[src/rtl/ed25519_pkg.sv]
// Shared constants and state types for the Ed25519 job sequencer.
package ed25519_pkg;
  localparam int DATA_W    = 64;
  localparam int IN_WORDS  = 12;
  localparam int OUT_WORDS = 8;
  localparam int JOB_W     = 768;
  localparam int RES_W     = 512;
  localparam int IN_CNT_W  = 4;
  localparam int OUT_CNT_W = 3;

  typedef enum logic [1:0] {LOAD, LAUNCH, RUN} in_state_t;
  typedef enum logic {OUT_IDLE, OUT_SEND} out_state_t;
endpackage

[src/rtl/ed25519_out_ser.sv]
// Result serializer: captures the 512-bit core result and emits it MSW first as 64-bit valid/ready words.
//   state    | meaning
//   OUT_IDLE | buffer free, o_valid low
//   OUT_SEND | buffer holds a result, word r_cnt presented
module ed25519_out_ser
  import ed25519_pkg::*;
(
  input  logic              i_clk,
  input  logic              i_rst_n,
  input  logic              i_load,
  input  logic [RES_W-1:0]  i_res,
  input  logic              i_ready,
  output logic              o_valid,
  output logic [DATA_W-1:0] o_data,
  output logic              o_idle
);
  out_state_t             r_state, w_next;
  logic [RES_W-1:0]       r_res;
  logic [OUT_CNT_W-1:0]   r_cnt;
  logic [OUT_CNT_W-1:0]   w_cnt_nxt;
  logic                   r_valid;
  logic [DATA_W-1:0]      r_data;
  logic                   w_hs;
  logic                   w_last;

  always_ff @(posedge i_clk or negedge i_rst_n) begin
    if (!i_rst_n) r_state <= OUT_IDLE;
    else          r_state <= w_next;
  end

  always_comb begin
    w_next = r_state;
    case (r_state)
      OUT_IDLE: if (i_load) w_next = OUT_SEND;
      OUT_SEND: if (w_hs && w_last) w_next = OUT_IDLE;
      default:  w_next = OUT_IDLE;
    endcase
  end

  always_comb begin
    o_idle    = (r_state == OUT_IDLE);
    w_hs      = (r_state == OUT_SEND) & i_ready;
    w_last    = (r_cnt == OUT_CNT_W'(OUT_WORDS - 1));
    w_cnt_nxt = r_cnt + 1'b1;
  end

  // Output word is registered so it holds steady across stalls.
  always_ff @(posedge i_clk or negedge i_rst_n) begin
    if (!i_rst_n) begin
      r_res   <= '0;
      r_cnt   <= '0;
      r_valid <= 1'b0;
      r_data  <= '0;
    end else if (i_load) begin
      r_res   <= i_res;
      r_cnt   <= '0;
      r_valid <= 1'b1;
      r_data  <= i_res[RES_W-1 -: DATA_W];
    end else if (w_hs) begin
      if (w_last) begin
        r_cnt   <= '0;
        r_valid <= 1'b0;
      end else begin
        r_cnt  <= w_cnt_nxt;
        r_data <= r_res[(OUT_WORDS - 1 - int'(w_cnt_nxt)) * DATA_W +: DATA_W];
      end
    end
  end

  assign o_valid = r_valid;
  assign o_data  = r_data;
endmodule

[src/rtl/ed25519_io_sched.sv]
// Job sequencer for the Ed25519 scalar-mult core: deserializes a 768-bit job, launches the core,
// guards it with a watchdog and hands the result to the output serializer.
//   state  | meaning
//   LOAD   | accepting job words 0..11
//   LAUNCH | job complete, waiting for a free output buffer to pulse start
//   RUN    | core busy, waiting for done or watchdog expiry
module ed25519_io_sched
  import ed25519_pkg::*;
#(
  parameter int TIMEOUT = 2**20
) (
  input  logic              i_clk,
  input  logic              i_rst_n,
  input  logic              i_in_valid,
  output logic              o_in_ready,
  input  logic [DATA_W-1:0] i_in_data,
  output logic              o_core_start,
  output logic [JOB_W-1:0]  o_core_job,
  input  logic              i_core_done,
  input  logic [RES_W-1:0]  i_core_res,
  output logic              o_out_valid,
  input  logic              i_out_ready,
  output logic [DATA_W-1:0] o_out_data,
  output logic              o_busy,
  output logic              o_err
);
  localparam int WD_W = (TIMEOUT > 1) ? $clog2(TIMEOUT) : 1;

  in_state_t             r_state, w_next;
  logic [IN_CNT_W-1:0]   r_in_cnt;
  logic [JOB_W-1:0]      r_job;
  logic [WD_W-1:0]       r_wd_cnt;
  logic                  r_in_ready;
  logic                  r_err;
  logic                  w_accept;
  logic                  w_last_in;
  logic                  w_launch;
  logic                  w_done;
  logic                  w_timeout;
  logic                  w_out_idle;

  always_ff @(posedge i_clk or negedge i_rst_n) begin
    if (!i_rst_n) r_state <= LOAD;
    else          r_state <= w_next;
  end

  always_comb begin
    w_next = r_state;
    case (r_state)
      LOAD:    if (w_last_in) w_next = LAUNCH;
      LAUNCH:  if (w_launch) w_next = RUN;
      RUN:     if (w_done || w_timeout) w_next = LOAD;
      default: w_next = LOAD;
    endcase
  end

  always_comb begin
    w_accept     = i_in_valid & r_in_ready;
    w_last_in    = w_accept & (r_in_cnt == IN_CNT_W'(IN_WORDS - 1));
    w_launch     = (r_state == LAUNCH) & w_out_idle;
    w_done       = (r_state == RUN) & i_core_done;
    w_timeout    = (r_state == RUN) & ~i_core_done & (TIMEOUT != 0) & (r_wd_cnt == '0);
    o_core_start = w_launch;
    o_busy       = (r_state != LOAD) | (r_in_cnt != '0) | ~w_out_idle;
  end

  // Ready is registered from next state, so it is low during reset and the first cycle after.
  always_ff @(posedge i_clk or negedge i_rst_n) begin
    if (!i_rst_n) begin
      r_in_ready <= 1'b0;
      r_in_cnt   <= '0;
      r_job      <= '0;
      r_wd_cnt   <= '0;
      r_err      <= 1'b0;
    end else begin
      r_in_ready <= (w_next == LOAD);
      if (w_accept) begin
        r_job[(IN_WORDS - 1 - int'(r_in_cnt)) * DATA_W +: DATA_W] <= i_in_data;
        r_in_cnt <= w_last_in ? '0 : r_in_cnt + 1'b1;
      end
      if (w_launch)
        r_wd_cnt <= WD_W'(TIMEOUT - 1);
      else if ((r_state == RUN) && (r_wd_cnt != '0))
        r_wd_cnt <= r_wd_cnt - 1'b1;
      if (w_timeout)
        r_err <= 1'b1;
    end
  end

  ed25519_out_ser u_out_ser (
    .i_clk   (i_clk),
    .i_rst_n (i_rst_n),
    .i_load  (w_done),
    .i_res   (i_core_res),
    .i_ready (i_out_ready),
    .o_valid (o_out_valid),
    .o_data  (o_out_data),
    .o_idle  (w_out_idle)
  );

  assign o_in_ready = r_in_ready;
  assign o_core_job = r_job;
  assign o_err      = r_err;
endmodule

[config.mk]
export PLATFORM = sky130hd
export DESIGN_NAME = ed25519_io_sched
export DESIGN_NICKNAME = d
export VERILOG_FILES = /design/src/rtl/ed25519_pkg.sv /design/src/rtl/ed25519_out_ser.sv /design/src/rtl/ed25519_io_sched.sv
export SDC_FILE = /design/constraint.sdc
export NUM_CORES = 2
export LEC_CHECK = 0
export CAP_MARGIN = 40
export CORE_AREA = 2 2 546 548
export CTS_CLUSTER_SIZE = 14
export DETAILED_ROUTE_END_ITERATION = 8
export DIE_AREA = 0 0 548 550
export GPL_TIMING_DRIVEN = 0
export HOLD_SLACK_MARGIN = 0.05
export PLACE_DENSITY = 0.41
export SYNTH_ARGS = -nofsm -noshare
export SYNTH_HDL_FRONTEND = slang
export SYNTH_HIERARCHICAL = 1
export SYNTH_SLANG_ARGS = --single-unit
[constraint.sdc]
create_clock -name i_clk -period 3.9 [get_ports i_clk]
set_input_delay 0.39 -clock i_clk [delete_from_list [all_inputs] [get_ports i_clk]]
set_output_delay 0.39 -clock i_clk [all_outputs]
set_load 0.02 [all_outputs]
==> results.md <==
* Status: completed
* Max incr delay on CP at 690 ps
* Clock Latency Late Sink at 850 ps
* Ys flop type: dfrtp_1
* Overflow after GRT at 0
* Max-Slew Margin vs Limit at around 33%
* First-pass GRT wire length at 415.9 mm
* Hold Path Class: input pin to flip-flop
* Syn-to-layout area delta at 47.50%
* Finished Layout Cells at roughly 10k
* Final WL at 311.9 mm
* Final #Nets at ~6.9k
* WHS Path Cells at 2
* #FFs+latches synth at 1377
* Leakage at approximately 35 nW
* Post-synth ARST share at 100.0%
* Clock buffer depth at 4
* Reg area at 34460 µm²
* Die width at about 550 µm
* Hold Fails Final Rpt at 0
* Reg-to-reg startpoint: r_state[0]
* Dominant cell type by area after synthesis: dfrtp_1
* EDFF count, synth at 0
* Final setup fails at 0
* Critical Path Start Type: flip-flop
* Gpl congestion at 0.8547
* Crit Path Max Fanout at 10
* Drt pass-1 iters at 7
* Synth top area cells: dfrtp_1 61%, mux2_2 12%, nand2_1 5.3%, o21ai_1 3.7%, o21ai_0 2.7%
* Die H at between 500 and 600 µm
* Share of layout cells above drive strength 1 at 18.61%
* Beginning of the worst hold path: i_core_res[58]
* Synth warnings at 6
* Tcrit/Tclk final at 95.36%
* Critical Path AT at roughly 4300 ps
* Syn nets at 5206
* Crit Reg-Reg Endpoint: u_out_ser/o_data[36]
* Worst-path cell chain: nor2b_1, and2_1, nand2b_1, clkbuf_2, buf_2, o22ai_1, nand2_1, a31oi_1
* Commonest non-fill, non-tap cell in the layout: clkdlybuf4s50_1
* Ports at between 1k and 1.5k
* DRT antenna net count at 0
* CTS tree: done
* Register area share after synthesis at 61.49%
* Starting Density at 18.96%
* Rows at 200
* Via count at 44.56k
* Die Area at 301400 µm²
* Power per cell area at 866.4 nW/µm²
* R2R cell count at 8
* WHS Endpoint: u_out_ser/r_res[58]
* Remaining DRCs at 0
* Fmax at about 270 MHz
* Inst Count DP at 10.05k
* Fillers at 30.75k
* Depth of the CTS H-tree at 4
* Hpwl dp at 248.9 mm
* CP max-delay cell: nand2b_1
* Synthesized area at 56040 µm²
* All-Layer GR Usage at 20.08%
* Worst-path clk slew at 60 ps
* FF-to-FF setup slack at 180 ps
* Clock sink count at 1377
* Per-cell routed wire length at 29.95 µm
* Synth cell types at 65
* Setup Skew at 43.65 ps
* Clk Tree Root Cell: clkbuf_16
* Critical path class: flip-flop to flip-flop
* 1st-iter DRT viols at 2660
* Vias in the first global route at 46.05k
* Design Power at between 0.07 and 0.08 W
* Drt via density at 4.279
* Max-slew violations at 0
* Initial antenna violation count at around 140
* Synthesized area per cell at 12.15 µm²
* Num CTS Buffers at 175
* Area of the multi-input gates at a little under 20000 µm²
* Max cap viols at 0
* Worst Path Required at 4530 ps
* Most frequent cells in the layout: 1415 x clkdlybuf4s50_1, 1376 x dfrtp_1, 796 x nand2_1
* Worst slew pin tran at 1012 ps
* Final min period at 3719 ps
* Critical path endpoint category: flip-flop
* Worst vdd ir at 0.0003548 V
* IO Port Bufs at 1417
* Cells after Synth at 4612
* Largest net degree at the start of global routing at 174
* Core Footprint at 295500 µm²
* Yosys top cell area share at about three fifths
-- critical path, delay by kind of cell, from the launching register on --
family                 cells  cell delay [ps]
AND/OR/NAND/NOR            4             1560
buffers and inverters      2             1050
flip-flops                 1              490
AO/OA/AOI/OAI              2              380
-- per-layer routing --
layer / up-vias / part of all wire (%) / GRT usage (%)
met5: - / 0.32 / 0
met4: 156 / 4.2 / 7.492
met3: 536 / 8.2 / 7.013
met2: 1608 / 51 / 36.51
met1: 22680 / 36 / 21.22
li1: 19590 / - / -
-- where the power goes --
group	total, W	switching (W)	internal (W)
sequential	0.0232	0.00343	0.0198
clock	0.0164	0.00676	0.00960
combinational	0.0321	0.0188	0.0133
-- timing repair --
| action | 4_1_cts | 5_1_grt |
|---|---|---|
| hold buffers | 6 | 0 |
| gates resized for setup | 19 | 19 |
| endpoints found under the setup margin | 369 | 390 |
| pin swaps | 3 | 1 |
| hold endpoints to repair | 219 | 0 |
| buffers inserted | 6 | 3 |
-- Yosys cell counts (63+ instances only) --
master    instances
mux2i_1          92
clkbuf_1        171
o21ai_1         416
buf_1            63
nand2b_1         84
mux2_2          577
nor2_1           88
dfrtp_1        1377
or3_1            67
buf_2           106
o21ai_0         299
nand2_1         796
-- logic make-up after synthesis --
logic type,share of synthesized area (%)
buffers and inverters,3.295
AND/OR/NAND/NOR,8.696
adder cells (fa/ha/maj),0.3036
XOR/XNOR,0.1853
flip-flops,61.49
AO/OA/AOI/OAI,9.219
multiplexers,16.81
-- sequential cells by signal, indices dropped and copies added (netlist names) --
register	count
o_err	1
u_out_ser/r_res	512
o_core_job	768
o_in_ready	1
r_wd_cnt	20
r_state	2
u_out_ser/o_data	64
u_out_ser/r_state	1
r_in_cnt	4
u_out_ser/r_cnt	3
u_out_ser/o_valid	1
-- through the flow --
stage | worst slack [ps] | cell area, µm² | hold slack, ps | TNS [ps] | util (%)
finish | 181.1 | 82660 | 172.7 | 0 | 27.97
global route | -17.91 | 82570 | 106.6 | -18.70 | 27.94
CTS | 2.372 | 82460 | 61.43 | 0 | 27.90
detailed placement | -625.8 | 76550 | 359.4 | -126330 | 25.90
global placement | -64560 | 75150 | 453.5 | - | 25.43
floorplan | 895.1 | 56040 | 94.41 | 0 | -
-- final cells by class --
class / instances / share of cell area [%]
clock buffers: 266 / 6.136
multi-input cells: 2843 / 23.93
flip-flops and latches: 1377 / 41.69
repair buffers: 1516 / 19.14
diodes: 42 / 0.1271
inverters: 14 / 0.06357
well taps: 3939 / 5.962
clock inverters: 48 / 0.7417
plain buffers: 368 / 2.213
-- worst max-delay path by stage --
stage	start	endpoint	slack, ps	depth (start not counted)
after floorplan	r_in_cnt[2]	o_core_job[10]	900	14
after global placement	i_rst_n	u_out_ser/r_res[21]	-64560	1
after detailed placement	i_rst_n	u_out_ser/r_res[17]	-630	6
after CTS	r_in_cnt[2]	o_core_job[91]	2	14
after global routing	r_in_cnt[2]	o_core_job[538]	-20	14
final	r_state[0]	u_out_ser/o_data[36]	180	8
Power figures use the tool's default switching activity.
